$ cat config.mk
export PLATFORM = sky130hd
export DESIGN_NAME = lsu_hs_flat
export DESIGN_NICKNAME = d
export VERILOG_FILES = /design/src/rtl/lsu_hs_if.sv /design/src/rtl/lsu_hs.sv /design/src/flat_wrapper.sv
export SDC_FILE = /design/constraint.sdc
export NUM_CORES = 1
export LEC_CHECK = 0
export CORE_UTILIZATION = 30
export DETAILED_ROUTE_END_ITERATION = 7
export PLACE_DENSITY = 0.6
export SLEW_MARGIN = 20
export SYNTH_ARGS = -nofsm -noshare
export SYNTH_HDL_FRONTEND = slang
export SYNTH_SLANG_ARGS = --single-unit
$ cat constraint.sdc
create_clock -name clk -period 4.8 [get_ports clk]
set_input_delay 0.96 -clock clk [delete_from_list [all_inputs] [get_ports clk]]
set_output_delay 0.96 -clock clk [all_outputs]
set_load 0.02 [all_outputs]
$ cat src/rtl/lsu_hs_if.sv
// lsu_hs_if: EXU request/response and memory-bus signals of the load/store unit.
// The slave modport is the LSU's view; the master modport is the surrounding
// EXU plus memory environment.
interface lsu_hs_if #(
  parameter int ADDR_W = 32,
  parameter int DATA_W = 32
);
  // EXU request channel
  logic                  req_valid;
  logic                  req_ready;
  logic                  req_wen;
  logic [ADDR_W-1:0]     req_addr;
  logic [DATA_W-1:0]     req_wdata;
  logic [1:0]            req_size;
  logic                  req_unsigned;
  // EXU response channel
  logic                  resp_valid;
  logic                  resp_ready;
  logic [DATA_W-1:0]     resp_rdata;
  logic                  resp_err;
  // Memory bus
  logic                  bus_valid;
  logic                  bus_ready;
  logic                  bus_wen;
  logic [ADDR_W-1:0]     bus_addr;
  logic [DATA_W-1:0]     bus_wdata;
  logic [DATA_W/8-1:0]   bus_wmask;
  logic                  bus_rvalid;
  logic [DATA_W-1:0]     bus_rdata;

  modport slave (
    input  req_valid, req_wen, req_addr, req_wdata, req_size, req_unsigned,
    output req_ready,
    output resp_valid, resp_rdata, resp_err,
    input  resp_ready,
    output bus_valid, bus_wen, bus_addr, bus_wdata, bus_wmask,
    input  bus_ready, bus_rvalid, bus_rdata
  );

  modport master (
    output req_valid, req_wen, req_addr, req_wdata, req_size, req_unsigned,
    input  req_ready,
    input  resp_valid, resp_rdata, resp_err,
    output resp_ready,
    input  bus_valid, bus_wen, bus_addr, bus_wdata, bus_wmask,
    output bus_ready, bus_rvalid, bus_rdata
  );
endinterface

$ cat src/rtl/lsu_hs.sv
// lsu_hs: handshaked multi-cycle load/store unit. Accepts one EXU request at a
// time, sizes and lane-aligns it onto a valid/ready memory bus, and returns
// sign/zero-extended load data. Misaligned or illegally sized requests are
// answered with resp_err without any bus access.
// Optional: define LSU_TIMEOUT_EN to add a bus-response timeout (TIMEOUT cycles).
module lsu_hs #(
  parameter int ADDR_W  = 32,
  parameter int DATA_W  = 32
`ifdef LSU_TIMEOUT_EN
  ,
  parameter int TIMEOUT = 255
`endif
) (
  input logic      clk,
  input logic      rst,
  lsu_hs_if.slave  lsu
);

  localparam int NB    = DATA_W / 8;
  localparam int OFF_W = $clog2(NB);

  localparam logic [1:0] S_IDLE = 2'd0;
  localparam logic [1:0] S_REQ  = 2'd1;
  localparam logic [1:0] S_WAIT = 2'd2;
  localparam logic [1:0] S_RESP = 2'd3;

  logic [1:0]        state_q,     state_d;
  logic              wen_q,       wen_d;
  logic              uns_q,       uns_d;
  logic [1:0]        size_q,      size_d;
  logic [OFF_W-1:0]  off_q,       off_d;
  logic              bus_wen_q,   bus_wen_d;
  logic [ADDR_W-1:0] bus_addr_q,  bus_addr_d;
  logic [DATA_W-1:0] bus_wdata_q, bus_wdata_d;
  logic [NB-1:0]     bus_wmask_q, bus_wmask_d;
  logic [DATA_W-1:0] rdata_q,     rdata_d;
  logic              err_q,       err_d;

`ifdef LSU_TIMEOUT_EN
  localparam int CNT_W = ($clog2(TIMEOUT + 1) > 8) ? $clog2(TIMEOUT + 1) : 8;
  logic [CNT_W-1:0]  cnt_q, cnt_d;
`endif

  // Incoming request decode: legality, lane offset, byte mask and shifted data
  logic [OFF_W-1:0]  req_off;
  logic              req_bad;
  logic              req_mis;
  logic [NB-1:0]     req_base_mask;
  logic [NB-1:0]     req_wmask;
  logic [DATA_W-1:0] req_wdata_sh;

  assign req_off = lsu.req_addr[OFF_W-1:0];

  // Size-dependent alignment check and byte-enable pattern for the new request
  always_comb begin
    // NOTE: every combinational output gets a default first so no path
    // through the case can leave it unassigned and infer a latch.
    req_mis       = 1'b0;
    req_base_mask = '0;
    unique case (lsu.req_size)
      2'd0: begin req_mis = 1'b0;                 req_base_mask = NB'(8'h01); end
      2'd1: begin req_mis = lsu.req_addr[0];      req_base_mask = NB'(8'h03); end
      2'd2: begin req_mis = |lsu.req_addr[1:0];   req_base_mask = NB'(8'h0F); end
      2'd3: begin req_mis = |lsu.req_addr[2:0];   req_base_mask = NB'(8'hFF); end
    endcase
  end

  assign req_bad      = req_mis || ((lsu.req_size == 2'd3) && (DATA_W != 64));
  assign req_wmask    = req_base_mask << req_off;
  assign req_wdata_sh = lsu.req_wdata << {req_off, 3'b000};

  // Returned bus data moved down to bit 0, then truncated and extended
  logic [DATA_W-1:0] rd_sh;
  logic [DATA_W-1:0] load_ext;
  logic              fill;
  int                nbits;

  assign rd_sh = lsu.bus_rdata >> {off_q, 3'b000};

  // Size-dependent extension of the load result
  always_comb begin
    nbits = 8 << size_q;
    fill  = 1'b0;
    unique case (size_q)
      2'd0:    fill = rd_sh[7];
      2'd1:    fill = rd_sh[15];
      2'd2:    fill = rd_sh[31];
      default: fill = rd_sh[DATA_W-1];
    endcase
    fill = fill & ~uns_q;
    for (int i = 0; i < DATA_W; i++) begin
      load_ext[i] = (i < nbits) ? rd_sh[i] : fill;
    end
  end

  // Next-state logic for the request/bus/response sequence
  always_comb begin
    state_d     = state_q;
    wen_d       = wen_q;
    uns_d       = uns_q;
    size_d      = size_q;
    off_d       = off_q;
    bus_wen_d   = bus_wen_q;
    bus_addr_d  = bus_addr_q;
    bus_wdata_d = bus_wdata_q;
    bus_wmask_d = bus_wmask_q;
    rdata_d     = rdata_q;
    err_d       = err_q;
`ifdef LSU_TIMEOUT_EN
    cnt_d       = cnt_q;
`endif

    unique case (state_q)
      S_IDLE: begin
        if (lsu.req_valid) begin
          wen_d  = lsu.req_wen;
          uns_d  = lsu.req_unsigned;
          size_d = lsu.req_size;
          off_d  = req_off;
          if (req_bad) begin
            // Rejected without touching the bus; bus outputs keep their values
            state_d = S_RESP;
            err_d   = 1'b1;
            rdata_d = '0;
          end else begin
            state_d     = S_REQ;
            err_d       = 1'b0;
            bus_wen_d   = lsu.req_wen;
            bus_addr_d  = {lsu.req_addr[ADDR_W-1:OFF_W], {OFF_W{1'b0}}};
            bus_wdata_d = req_wdata_sh;
            bus_wmask_d = lsu.req_wen ? req_wmask : '0;
`ifdef LSU_TIMEOUT_EN
            cnt_d       = '0;
`endif
          end
        end
      end
      S_REQ: begin
        if (lsu.bus_ready) begin
          if (lsu.bus_rvalid) begin
            state_d = S_RESP;
            rdata_d = wen_q ? '0 : load_ext;
          end else begin
            state_d = S_WAIT;
          end
        end
      end
      S_WAIT: begin
        if (lsu.bus_rvalid) begin
          state_d = S_RESP;
          rdata_d = wen_q ? '0 : load_ext;
        end
      end
      S_RESP: begin
        if (lsu.resp_ready) state_d = S_IDLE;
      end
    endcase

`ifdef LSU_TIMEOUT_EN
    // A real response in the same cycle wins over the timeout
    if ((state_q == S_REQ) || (state_q == S_WAIT)) begin
      cnt_d = cnt_q + 1'b1;
      if ((state_d != S_RESP) && (cnt_d == CNT_W'(TIMEOUT))) begin
        state_d = S_RESP;
        err_d   = 1'b1;
        rdata_d = '0;
      end
    end
`endif
  end

  // State and datapath registers
  always_ff @(posedge clk or posedge rst) begin
    if (rst) begin
      state_q     <= S_IDLE;
      wen_q       <= 1'b0;
      uns_q       <= 1'b0;
      size_q      <= 2'd0;
      off_q       <= '0;
      bus_wen_q   <= 1'b0;
      bus_addr_q  <= '0;
      bus_wdata_q <= '0;
      bus_wmask_q <= '0;
      rdata_q     <= '0;
      err_q       <= 1'b0;
`ifdef LSU_TIMEOUT_EN
      cnt_q       <= '0;
`endif
    end else begin
      // NOTE: non-blocking assignments so every register samples the
      // pre-edge values computed above, independent of statement order.
      state_q     <= state_d;
      wen_q       <= wen_d;
      uns_q       <= uns_d;
      size_q      <= size_d;
      off_q       <= off_d;
      bus_wen_q   <= bus_wen_d;
      bus_addr_q  <= bus_addr_d;
      bus_wdata_q <= bus_wdata_d;
      bus_wmask_q <= bus_wmask_d;
      rdata_q     <= rdata_d;
      err_q       <= err_d;
`ifdef LSU_TIMEOUT_EN
      cnt_q       <= cnt_d;
`endif
    end
  end

  assign lsu.req_ready  = (state_q == S_IDLE);
  assign lsu.resp_valid = (state_q == S_RESP);
  assign lsu.resp_rdata = rdata_q;
  assign lsu.resp_err   = err_q;
  assign lsu.bus_valid  = (state_q == S_REQ);
  assign lsu.bus_wen    = bus_wen_q;
  assign lsu.bus_addr   = bus_addr_q;
  assign lsu.bus_wdata  = bus_wdata_q;
  assign lsu.bus_wmask  = bus_wmask_q;

endmodule

$ cat src/flat_wrapper.sv
// flat-port wrapper written by rule: the top's interface ports become plain ports
module lsu_hs_flat 
#(
  parameter int ADDR_W  = 32,
  parameter int DATA_W  = 32

)
  (clk, rst, lsu_req_valid, lsu_req_wen, lsu_req_addr, lsu_req_wdata, lsu_req_size, lsu_req_unsigned, lsu_req_ready, lsu_resp_valid, lsu_resp_rdata, lsu_resp_err, lsu_resp_ready, lsu_bus_valid, lsu_bus_wen, lsu_bus_addr, lsu_bus_wdata, lsu_bus_wmask, lsu_bus_ready, lsu_bus_rvalid, lsu_bus_rdata);
  lsu_hs_if #(.ADDR_W(ADDR_W), .DATA_W(DATA_W)) lsu_i ();
  input logic clk;
  input logic rst;
  input wire logic [$bits(lsu_i.req_valid)-1:0] lsu_req_valid;
  input wire logic [$bits(lsu_i.req_wen)-1:0] lsu_req_wen;
  input wire logic [$bits(lsu_i.req_addr)-1:0] lsu_req_addr;
  input wire logic [$bits(lsu_i.req_wdata)-1:0] lsu_req_wdata;
  input wire logic [$bits(lsu_i.req_size)-1:0] lsu_req_size;
  input wire logic [$bits(lsu_i.req_unsigned)-1:0] lsu_req_unsigned;
  output wire logic [$bits(lsu_i.req_ready)-1:0] lsu_req_ready;
  output wire logic [$bits(lsu_i.resp_valid)-1:0] lsu_resp_valid;
  output wire logic [$bits(lsu_i.resp_rdata)-1:0] lsu_resp_rdata;
  output wire logic [$bits(lsu_i.resp_err)-1:0] lsu_resp_err;
  input wire logic [$bits(lsu_i.resp_ready)-1:0] lsu_resp_ready;
  output wire logic [$bits(lsu_i.bus_valid)-1:0] lsu_bus_valid;
  output wire logic [$bits(lsu_i.bus_wen)-1:0] lsu_bus_wen;
  output wire logic [$bits(lsu_i.bus_addr)-1:0] lsu_bus_addr;
  output wire logic [$bits(lsu_i.bus_wdata)-1:0] lsu_bus_wdata;
  output wire logic [$bits(lsu_i.bus_wmask)-1:0] lsu_bus_wmask;
  input wire logic [$bits(lsu_i.bus_ready)-1:0] lsu_bus_ready;
  input wire logic [$bits(lsu_i.bus_rvalid)-1:0] lsu_bus_rvalid;
  input wire logic [$bits(lsu_i.bus_rdata)-1:0] lsu_bus_rdata;
  assign lsu_i.req_valid = lsu_req_valid;
  assign lsu_i.req_wen = lsu_req_wen;
  assign lsu_i.req_addr = lsu_req_addr;
  assign lsu_i.req_wdata = lsu_req_wdata;
  assign lsu_i.req_size = lsu_req_size;
  assign lsu_i.req_unsigned = lsu_req_unsigned;
  assign lsu_req_ready = lsu_i.req_ready;
  assign lsu_resp_valid = lsu_i.resp_valid;
  assign lsu_resp_rdata = lsu_i.resp_rdata;
  assign lsu_resp_err = lsu_i.resp_err;
  assign lsu_i.resp_ready = lsu_resp_ready;
  assign lsu_bus_valid = lsu_i.bus_valid;
  assign lsu_bus_wen = lsu_i.bus_wen;
  assign lsu_bus_addr = lsu_i.bus_addr;
  assign lsu_bus_wdata = lsu_i.bus_wdata;
  assign lsu_bus_wmask = lsu_i.bus_wmask;
  assign lsu_i.bus_ready = lsu_bus_ready;
  assign lsu_i.bus_rvalid = lsu_bus_rvalid;
  assign lsu_i.bus_rdata = lsu_bus_rdata;
  lsu_hs #(.ADDR_W(ADDR_W), .DATA_W(DATA_W)) u_core (.clk(clk), .rst(rst), .lsu(lsu_i));
endmodule
* After elaboration in Yosys (flattened, before gate mapping) *
Cells that the tools add are included.

storage, ports and cells
  output and inout bits = 105
  input port bits = 106
  word-level logic and storage cells = 124
  register bits after elaboration = 108

cells by class
  bitwise operators = 3
  eq/ne operators = 12
  muxes and demuxes = 50
  shift operators = 4
  reductions and logical operators = 12
  magnitude comparators = 32

operators by type and width
  operator                                                    count
  less-than comparator 6 x 32 -> 1 bit, first input constant  16
  less-than comparator 5 x 32 -> 1 bit, first input constant  8
  two-way mux 32 bit                                          5
  less-than comparator 4 x 32 -> 1 bit, first input constant  4
  one-hot mux 32 bit (3 select lines)                         1
  less-than comparator 3 x 32 -> 1 bit, first input constant  2
  two-way mux 1 bit                                           34
  less-than comparator 1 x 32 -> 1 bit, first input constant  1
  less-than comparator 2 x 32 -> 1 bit, first input constant  1
  left shift 32 x 5 -> 32 bit                                 1
  left shift 4 x 2 -> 32 bit, first input constant            1
  right shift 32 x 5 -> 32 bit                                1
  one-hot mux 4 bit (3 select lines)                          1
  two-way mux 2 bit                                           5
  == test 2 bit, second input constant                        4
  one-hot mux 2 bit (4 select lines)                          1
  AND reduction 4 bit                                         2
  == test 2 x 1 -> 1 bit, second input constant               3
  logical NOT 2 bit                                           3
  inequality test 2 x 1 -> 1 bit, second input constant       3
  two-way mux 4 bit                                           1
  inequality test 2 bit, second input constant                2
  one-hot mux 1 bit (4 select lines)                          1
  OR reduction 2 bit                                          2
  9 further kinds                                             10

* Depth between registers and ports, before layout *
Gate-level depths: netlist of run 1.

  word-level depth = 8
  gate-level depth with buffers = 9
  gate-level depth less buffers = 6

* Worst setup path after synthesis of run 1 *
Ideal clock, no wire load.

  path kind = input port to flip-flop
  from = in lsu_req_addr[0]
  to = reg u_core.bus_wdata_q[25], in the netlist u_core.lsu.bus_wdata[25]
  arrival = 2039 ps
  buffers on the path = 3
  path slack = 2633 ps
  data required time = 4672 ps
  library setup time = 128 ps
  stages on the path = 6
  cells stage by stage = buf_2 -> o21ai_2 -> nand4_2 -> buf_6 -> buf_6 -> mux2_1

between the ends
  longest elaborated chain between the ends = 5
  elaborated cells between the ends (all ways) = 7
  those cells by class = shift: 1; mux: 1; bitwise: 1; reduce/logical: 4

RTL lines
  what                                                      RTL line                    source
  from (decl)                                               flat_wrapper.sv:14          input wire logic [$bits(lsu_i.req_addr)-1:0] lsu_req_addr;
  OR reduction 3 bit or OR reduction 2 bit (tied branches)  lsu_hs.sv:64, lsu_hs.sv:63
  one-hot mux 1 bit (4 select lines)                        lsu_hs.sv:60                unique case (lsu.req_size)
  logical OR 1 bit                                          lsu_hs.sv:68                assign req_bad = req_mis || ((lsu.req_size == 2'd3) && (DATA_W != 64));
  inverter 1 bit (no source line)                           -
  AND reduction 3 bit (no source line)                      -
  to (signal assigned)                                      lsu_hs.sv:199               bus_wdata_q <= bus_wdata_d;
  to (decl)                                                 lsu_hs.sv:34                logic [DATA_W-1:0] bus_wdata_q, bus_wdata_d;

Several ways; a longest one is shown, not always the timed one.
A chain may end at the register's enable or synchronous reset.

* Worst setup path in the final report of run 1 *
  from = reg u_core.state_q[0]
  to = out lsu_req_ready

between the ends
  longest elaborated chain between the ends = 1

RTL lines
  what                    RTL line            source
  from (decl)             lsu_hs.sv:27        logic [1:0] state_q, state_d;
  from (signal assigned)  lsu_hs.sv:192       state_q <= state_d;
  logical NOT 2 bit       lsu_hs.sv:209       assign lsu.req_ready = (state_q == S_IDLE);
  to (decl)               flat_wrapper.sv:18  output wire logic [$bits(lsu_i.req_ready)-1:0] lsu_req_ready;

Every way passes these cells.

==> flow_metrics.env, run 1 <==
export IMPL_synthTopCellsByArea="dfrtp_1 (50%), mux2_2 (8.8%), mux2i_1 (6.0%)"
export IMPL_hold_depth=2
export IMPL_die_w_um=136
export IMPL_ant_nets=0
export IMPL_cp_end_kind="primary output"
export IMPL_synth_edf_count=0
export IMPL_cts_num_sinks=108
export IMPL_cts_tree="done"
export IMPL_cts_reportedPaths_clkPinSlew_ns=0.07
export IMPL_io_buffer_count=208
export IMPL_insertion_delay_ns=0.35
export IMPL_tightest_slew_ns=0.943
export IMPL_grt_overflow=0
export IMPL_period_minus_slack_ns=2.92
export IMPL_yosysUniqueCellTypes=44
export IMPL_cp_required_ns=3.84
export IMPL_synth_avg_cell_area_um2=11.2
export IMPL_worst_path_buf_inv=2
export IMPL_tns_ns=0
export IMPL_regArea_um2=2700
export IMPL_post_cts_resized=0
export IMPL_yosys_top_cells_count="dfrtp_1 (108), nand2_1 (65), mux2_2 (42)"
export IMPL_hold_viol=0
export IMPL_rows=48
export IMPL_dpl_cell_area_um2=7590
export IMPL_cts_buffers=9
export IMPL_path_cells="inv_1, ha_1, clkdlybuf4s50_1"
export IMPL_grt_pass1_vias=4683
export IMPL_yosys_warnings=0
export IMPL_layout_setup_ws_ns=1.88
export IMPL_grt_setup_unrepaired="no"
export IMPL_finalClockSkew_ns=0.00503
export IMPL_drc=0
export IMPL_pwr_density_cell_nw_per_um2=629
export IMPL_drt_iter0_markers=177
export IMPL_vias=4475
export IMPL_outcome="completed"
export IMPL_antenna_found_initial=0
export IMPL_netlist_area_leader_share_pct=50.3
export IMPL_report_final_slew_viol_count=0
export IMPL_place_hpwl_um=11400
export IMPL_initial_utilization_pct=30.8
export IMPL_yosysSeqAreaShare_pct=50.3
export IMPL_finalWeightedCongestion=0.802
export IMPL_track_usage_pct=17.6
export IMPL_clockRootBuffer="clkbuf_16"
export IMPL_boundaryPins=211
export IMPL_maxCapViolCount=0
export IMPL_hold_end="u_core.lsu.bus_wdata[3]"
export IMPL_multi_input_area_um2=2440
export IMPL_reg2reg_to="u_core.lsu.resp_rdata[0]"
export IMPL_dieHeight_um=136
export IMPL_ys_ff_latch=108
export IMPL_fp_coreArea_um2=17400
export IMPL_hold_class="reg2reg"
export IMPL_cp_top_family="buffers and inverters"
export IMPL_drt_pass1_iterations=4
export IMPL_post_cts_buffers=0
export IMPL_fmax_mhz=343
export IMPL_routed_wl_um=15500
export IMPL_p_leak_nw=3.29
export IMPL_cp_max_fo=9
export IMPL_viasPerCell=4.99
export IMPL_layout_drive_gt1_share_pct=11.9
export IMPL_crit_arrival_ns=1.96
export IMPL_dp_slack_ns=1.63
export IMPL_yosysTopAreaCell="dfrtp_1"
export IMPL_fill_cells=1643
export IMPL_slowest_delay_ns=0.69
export IMPL_netlist_instances=480
export IMPL_r2r_setup_slack_ns=2.36
export IMPL_synth_area_um2=5370
export IMPL_utilization_pct=45.1
export IMPL_post_synth_top_count_cell="dfrtp_1"
export IMPL_grt_max_degree=64
export IMPL_startpoint_type="flop"
export IMPL_worstSetupPathType="reg2out"
export IMPL_max_slew_margin_rel_pct=37.1
export IMPL_synth_ff_type="dfrtp_1"
export IMPL_dieArea_um2=18400
export IMPL_post_drt_wl_per_cell_um=17.3
export IMPL_reg2reg_depth=6
export IMPL_cpMaxStageDelayCell="clkdlybuf4s50_1"
export IMPL_min_period_over_period_pct=60.8
export IMPL_grt_pass1_wl_um=24800
export IMPL_htree_levels=3
export IMPL_p_total_w=0.00494
export IMPL_async_reset_ff_share_pct=100
export IMPL_setup_viol=0
export IMPL_cts_max_path_buffers=2
export IMPL_stdcell_area_um2=7850
export IMPL_vdd_drop_max_mv=0.264
export IMPL_antenna_cells=0
export IMPL_r2r_start="u_core.state_q[1]"
export IMPL_hold_path_startpoint="u_core.lsu.bus_wdata[3]"
export IMPL_nets=779
export IMPL_area_growth_pct=46.2
export IMPL_postCtsHoldBufs=0
==> through the flow <==
step                      cells  hold WS, ns
after detailed placement    883        0.469
final                       897        0.482
after global placement      883        0.464
after CTS                   897        0.485
after global routing        897        0.502
after floorplan             481        0.500
==> worst register-to-register path, stage by stage (launching register included) <==
cell and delay [ns]:
dfrtp_1 0.40, inv_1 0.10, ha_1 0.32, nor2b_1 0.23, nor4_2 0.25, and2_1 0.79, a32o_1 0.29
==> layout by cell type, fill, tap and decap left out, drive strengths merged, types with 2 or more instances in the layout <==
cell           synthesis  routed
clkinv                 0       3
dfrtp                108     108
o31ai                 10      10
inv                    5       5
a211o                  7       7
nor2b                 21      21
a32o                  23      23
o211ai                 2       2
a2bb2oi                7       7
a211oi                10      10
nor3                   2       2
clkdlybuf4s50          0     207
o21a                   9       9
buf                   27      11
conb                   1       2
nand2                 65      65
clkbuf                14      11
a21oi                 19      19
mux2i                 32      32
mux2                  47      47
o21ai                 32      32
o2bb2ai                8       8
nor2                  13      13
ha                     4       4
==> worst max-delay path by stage <==
| stage | endpoint | start | slack (ns) | cells after the start |
|---|---|---|---|---|
| 4_1_cts | lsu_req_ready | u_core.state_q[0] | 1.85 | 3 |
| 6_report | lsu_req_ready | u_core.state_q[0] | 1.88 | 3 |
| 5_1_grt | lsu_req_ready | u_core.state_q[0] | 1.76 | 3 |
| 3_5_place_dp | u_core.lsu.resp_rdata[7] | lsu_req_size[1] | 1.63 | 6 |
| 2_1_floorplan | u_core.lsu.bus_addr[10] | rst | 0.99 | 1 |
| 3_3_place_gp | u_core.lsu.resp_rdata[7] | lsu_req_size[1] | 1.65 | 6 |
==> flip-flops by register name (all words and copies together), names as in the netlist <==
register,cells
u_core.state_q,2
u_core.lsu.bus_wen,1
u_core.off_q,2
u_core.lsu.bus_addr,30
u_core.lsu.bus_wmask,4
u_core.size_q,2
u_core.lsu.resp_rdata,32
u_core.uns_q,1
u_core.lsu.resp_err,1
u_core.lsu.bus_wdata,32
u_core.wen_q,1
==> kinds of logic (layout without fill, tap and decap cells) <==
group / Yosys count / count (layout) / synth area share, %
DFF: 108 / 108 / 50.3
adders and majority gates: 4 / 4 / 0.932
buffers and inverters: 46 / 237 / 4.54
AOI/OAI and AO/OA: 133 / 133 / 18.4
other: 1 / 2 / 0.0698
xor gates and xnor gates: 1 / 1 / 0.163
and+or+nand+nor: 107 / 107 / 9.04
muxes: 80 / 80 / 16.5
==> per-layer routing <==
layer | share of wire [%] | vias to the layer above | track usage [%]
met5 | 0 | - | 0
met4 | 2.0 | 0 | 7.12
met2 | 46 | 164 | 27.0
met1 | 44 | 2175 | 22.7
met3 | 8.2 | 21 | 5.54
li1 | - | 2115 | -
==> layout make-up <==
type                    count  area share, %
flip-flops and latches    108           34.4
multi-input cells         327           31.0
inverters                   5          0.271
clock inverters             3          0.191
clock buffers              11           3.09
repair buffers            218           27.4
well taps                 225           3.59
==> power by group <==
group	total, W	switching (W)	leakage (nW)	internal, W
clock network	0.000682	0.000324	0.131	0.000358
logic	0.00267	0.00137	1.78	0.00130
registers	0.00158	0.000265	1.38	0.00132
Note: power is estimated with default switching activity, not from simulation.
==> run 2, diff against run 1 <==
clock period = 2.9 ns   (was 4.8 ns; I/O delays follow)
==> run 2 against run 1 <==
  * Sequential share of layout area fell by 0.40 points
  * Clock skew barely moved
  * Global-route usage fell by 0.13 points
  * Register-to-register slack got worse by 1.6 ns
  * Count of clock-buffer cells in the layout fell by 2
  * Clock power rose by 83%
  * Critical path depth did not move
  * Core utilization rose by 0.52 points
  * Largest power group unchanged
==> flow_metrics.env, run 2 (synthesis results as in run 1) <==
export IMPL_cpMaxStageDelayCell="clkdlybuf4s50_1"
export IMPL_layout_setup_ws_ns=0.355
export IMPL_dp_slack_ns=0.353
export IMPL_max_slew_margin_rel_pct=47.2
export IMPL_hold_slack_ns=0.484
export IMPL_area_growth_pct=47.9
export IMPL_setup_viol=0
export IMPL_vias=4491
export IMPL_pwr_density_cell_nw_per_um2=1050
export IMPL_maxCapViolCount=0
export IMPL_viasPerCell=4.98
export IMPL_nets=781
export IMPL_layout_commonest_cell="clkdlybuf4s50_1"
export IMPL_report_final_slew_viol_count=0
export IMPL_cp_end_kind="primary output"
export IMPL_grt_overflow=0
export IMPL_worst_path_buf_inv=2
export IMPL_rows=48
export IMPL_cts_tree="done"
export IMPL_tns_ns=0
export IMPL_track_usage_pct=17.4
export IMPL_slowest_delay_ns=0.68
export IMPL_initial_utilization_pct=30.8
export IMPL_cts_max_path_buffers=2
export IMPL_finalWeightedCongestion=0.837
export IMPL_antenna_cells=0
export IMPL_die_w_um=136
export IMPL_cp_max_fo=9
export IMPL_place_hpwl_um=11900
export IMPL_grt_pass1_wl_um=24600
export IMPL_finalClockSkew_ns=0.00511
export IMPL_cts_reportedPaths_clkPinSlew_ns=0.07
export IMPL_crit_arrival_ns=1.97
export IMPL_worstSetupPathType="reg2out"
export IMPL_hold_class="reg2reg"
export IMPL_p_leak_nw=3.34
export IMPL_hold_viol=0
export IMPL_grt_pass1_vias=4568
export IMPL_dieHeight_um=136
export IMPL_path_cells="inv_1, ha_1, clkdlybuf4s50_1"
export IMPL_reg2reg_depth=6
export IMPL_grt_setup_unrepaired="no"
export IMPL_cp_top_family="buffers and inverters"
export IMPL_startpoint_type="flop"
export IMPL_drt_pass1_iterations=4
export IMPL_post_drt_wl_per_cell_um=17.6
export IMPL_stdcell_area_um2=7940
export IMPL_post_cts_resized=0
export IMPL_io_buffer_count=208
export IMPL_boundaryPins=211
export IMPL_cts_num_sinks=108
export IMPL_clockRootBuffer="clkbuf_16"
export IMPL_dpl_cell_area_um2=7640
export IMPL_dieArea_um2=18400
export IMPL_crit_cells=3
export IMPL_tightest_slew_ns=0.792
export IMPL_drt_iter0_markers=164
export IMPL_insertion_delay_ns=0.35
export IMPL_hold_depth=2
export IMPL_min_period_over_period_pct=87.8
export IMPL_outcome="completed"
export IMPL_fp_coreArea_um2=17400
export IMPL_fmax_mhz=393
export IMPL_htree_levels=3
export IMPL_routed_wl_um=15900
export IMPL_layout_common_cells="clkdlybuf4s50_1 (206), dfrtp_1 (108), nand2_1 (65)"
export IMPL_grt_max_degree=51
export IMPL_postCtsHoldBufs=0
export IMPL_ant_nets=0
export IMPL_drc=0
export IMPL_period_minus_slack_ns=2.55
export IMPL_cts_buffers=9
export IMPL_antenna_found_initial=1
export IMPL_cp_required_ns=2.32
export IMPL_layout_drive_gt1_share_pct=12.7
export IMPL_post_cts_buffers=0
export IMPL_vdd_drop_max_mv=0.523
run 2: cell types whose count changed in the layout (fill, tap and decap cells not counted), sizes merged:
cell           before  now
clkbuf             11    9
clkinv              3    5
clkinvlp            0    1
bufinv              0    1
buf                11   14
clkdlybuf4s50     207  206
run 2: layout make-up:
cell class	count	area, um^2
Clock buffer	9	225
Clock inverter	7	75.1
Fill cell	1638	9470
Inverter	5	22.5
Multi-Input combinational cell	327	2440
Sequential cell	108	2700
Tap cell	225	282
Timing Repair Buffer	220	2200
run 2: where the power goes:
group / leakage (nW) / total (W) / internal (W) / switching (W)
clock network: 0.150 / 0.00125 / 0.000675 / 0.000580
registers: 1.38 / 0.00268 / 0.00218 / 0.000494
logic: 1.81 / 0.00442 / 0.00217 / 0.00225
total: 3.34 / 0.00835 / 0.00502 / 0.00333
run 2: worst paths after layout:
check / startpoint / endpoint / slack (ns)
worst max-delay path: u_core.state_q[0] / lsu_req_ready / 0.35
worst min-delay path: u_core.lsu.bus_wdata[21] / u_core.lsu.bus_wdata[21] / 0.48
worst max register to register: u_core.state_q[0] / u_core.lsu.resp_rdata[7] / 0.77
worst min register to register: u_core.lsu.bus_wdata[21] / u_core.lsu.bus_wdata[21] / 0.48
max in group asynchronous: rst / u_core.lsu.bus_addr[6] / 1.52
min in group asynchronous: rst / u_core.lsu.resp_rdata[8] / 0.60
run 2: stage by stage:
stage	util, %	cells	total power [W]
after floorplan	-	481	0.00521
after detailed placement	43.9	885	0.00714
after CTS	45.6	901	0.00844
final	45.6	901	0.00835
after global routing	45.6	901	0.00887
after global placement	43.9	885	0.00705
run 2: tightest hold or removal path, cell delays in order (launching register included):
cell and delay [ns]:
dfrtp_1 0.35, nand2_1 0.05, o21ai_0 0.06
run 2: metal layers:
layer | vias to the layer above | routed length (um) | global-route usage [%] | share of wire (%)
li1 | 2122 | - | - | -
met1 | 2179 | 7130 | 22.6 | 45
met2 | 165 | 7140 | 27.1 | 45
met3 | 23 | 1270 | 5.16 | 8.0
met4 | 2 | 325 | 6.87 | 2.0
met5 | - | 11 | 0 | 0.069
==> run 3, diff against run 2 <==
PLACE_DENSITY = 0.62   (was 0.6)
clock period = 2.28 ns   (was 2.9 ns; I/O delays follow)
==> run 3 against run 2 <==
  * Sequential share of layout area down 0.34 points
  * Flip-flop and latch count unchanged
  * Clock skew up 0.0055 ns
  * Via count down 0.27%
  * Register-to-register slack worse by 0.44 ns
  * Non-clock buffer count up 6
  * Global-route usage down 0.27 points
  * Die area unchanged
  * Final area up 1.0%
  * Routed wire length down 1.5%
==> flow_metrics.env, run 3 (synthesis results as in run 1) <==
export IMPL_outcome="completed"
export IMPL_antenna_cells=0
export IMPL_grt_pass1_vias=4588
export IMPL_dieArea_um2=18400
export IMPL_drt_pass1_iterations=4
export IMPL_track_usage_pct=17.2
export IMPL_postCtsHoldBufs=0
export IMPL_pwr_density_cell_nw_per_um2=1330
export IMPL_report_final_slew_viol_count=0
export IMPL_vdd_drop_max_mv=0.623
export IMPL_setup_viol=0
export IMPL_insertion_delay_ns=0.35
export IMPL_hold_viol=0
export IMPL_drt_iter0_markers=223
export IMPL_viasPerCell=4.94
export IMPL_fmax_mhz=461
export IMPL_cp_required_ns=1.82
export IMPL_grt_max_degree=59
export IMPL_tightest_slew_ns=0.688
export IMPL_rows=48
export IMPL_startpoint_type="flop"
export IMPL_layout_drive_gt1_share_pct=13.6
export IMPL_maxCapViolCount=0
export IMPL_place_hpwl_um=11600
export IMPL_crit_arrival_ns=1.71
export IMPL_p_leak_nw=3.38
export IMPL_cts_reportedPaths_clkPinSlew_ns=0.07
export IMPL_vias=4479
export IMPL_cts_max_path_buffers=2
export IMPL_cts_tree="done"
export IMPL_worstSetupPathType="reg2out"
export IMPL_finalClockSkew_ns=0.0106
export IMPL_hold_class="reg2reg"
export IMPL_tns_ns=0
export IMPL_grt_pass1_wl_um=24500
export IMPL_cts_buffers=9
export IMPL_htree_levels=3
export IMPL_max_slew_margin_rel_pct=54.0
export IMPL_cp_end_kind="primary output"
export IMPL_cpMaxStageDelayCell="clkdlybuf4s50_1"
export IMPL_antenna_found_initial=0
export IMPL_min_period_over_period_pct=95.1
export IMPL_io_buffer_count=208
export IMPL_fp_coreArea_um2=17400
export IMPL_area_growth_pct=49.4
export IMPL_ant_nets=0
export IMPL_cp_max_fo=4
export IMPL_layout_commonest_cell="clkdlybuf4s50_1"
export IMPL_routed_wl_um=15600
export IMPL_slowest_delay_ns=0.62
export IMPL_cts_num_sinks=108
export IMPL_finalWeightedCongestion=0.817
export IMPL_utilization_pct=46.1
export IMPL_drc=0
export IMPL_grt_overflow=0
export IMPL_nets=787
export IMPL_die_w_um=136
export IMPL_initial_utilization_pct=30.8
export IMPL_boundaryPins=211
export IMPL_post_drt_wl_per_cell_um=17.2
export IMPL_clockRootBuffer="clkbuf_16"
export IMPL_fill_cells=1640
export IMPL_grt_setup_unrepaired="no"
export IMPL_dieHeight_um=136
export IMPL_layout_common_cells="clkdlybuf4s50_1 (205), dfrtp_1 (108), nand2_1 (65)"
export IMPL_path_cells="inv_1, ha_1, clkdlybuf4s50_1"
export IMPL_period_minus_slack_ns=2.17
[run 3: cell count changes in the layout (fill, tap and decap cells not counted), sizes merged]
| cell | before | now |
|---|---|---|
| buf | 14 | 20 |
| clkinv | 5 | 3 |
| inv | 5 | 7 |
| clkdlybuf4s50 | 206 | 205 |
| dlygate4sd2 | 0 | 1 |
[run 3: per-stage QoR]
step / cell area, um^2 / setup slack (ns) / total power (W) / cells / hold slack (ns)
final: 8020 / 0.111 / 0.0107 / 907 / 0.486
after global routing: 8020 / 0.0426 / 0.0113 / 907 / 0.511
after CTS: 8020 / 0.0989 / 0.0108 / 907 / 0.491
after detailed placement: 7720 / 0.148 / 0.00915 / 891 / 0.469
after global placement: 7720 / 0.205 / 0.00905 / 891 / 0.464
after floorplan: 5380 / 0.274 / 0.00663 / 481 / 0.500
[run 3: final timing paths]
| check | start | endpoint | slack, ns | cells after the start |
|---|---|---|---|---|
| worst max-delay path | u_core.state_q[1] | lsu_bus_valid | 0.11 | 3 |
| max in group asynchronous | rst | u_core.lsu.bus_addr[10] | 1.43 | 3 |
| worst max register to register | u_core.state_q[0] | u_core.lsu.resp_rdata[2] | 0.33 | 7 |
| worst min-delay path | u_core.lsu.bus_wdata[3] | u_core.lsu.bus_wdata[3] | 0.49 | 2 |
| worst min register to register | u_core.lsu.bus_wdata[3] | u_core.lsu.bus_wdata[3] | 0.49 | 2 |
| min in group asynchronous | rst | u_core.lsu.bus_addr[28] | 0.55 | 3 |
[run 3: area by class of cell]
class | count | area (um^2) | area share [%]
clock inverter | 7 | 71.3 | 0.889
sequential | 108 | 2700 | 33.7
tap | 225 | 282 | 3.51
timing repair buffer | 226 | 2280 | 28.4
multi-input combinational | 327 | 2440 | 30.4
inverter | 5 | 22.5 | 0.281
clock buffer | 9 | 225 | 2.81
[run 3: power breakdown]
part	internal (W)	total, W	switching, W
Combinational	0.00284	0.00574	0.00290
Sequential	0.00278	0.00335	0.000572
Clock	0.000859	0.00160	0.000740
[run 3: layer usage]
layer  global-route usage, %  part of all wire [%]  vias up
li1                        -                     -     2141
met1                    22.0                    44     2185
met2                    27.3                    47      135
met3                    4.86                   7.1       18
met4                    6.62                   2.0        0
met5                       0                     0        -
[run 3: worst max-delay path: cells and delay by family (launching register included)]
kind	cells	cell delay, ns
buffers and inverters	2	0.74
adder cells (fa/ha/maj)	1	0.21
flip-flops	1	0.42
[run 3: timing repair]
| item | in CTS | in global routing |
|---|---|---|
| setup endpoints to repair | 1 | 0 |
| endpoints found under the hold margin | 0 | 0 |
| buffers inserted | 0 | 0 |
| gates resized for setup | 2 | 0 |
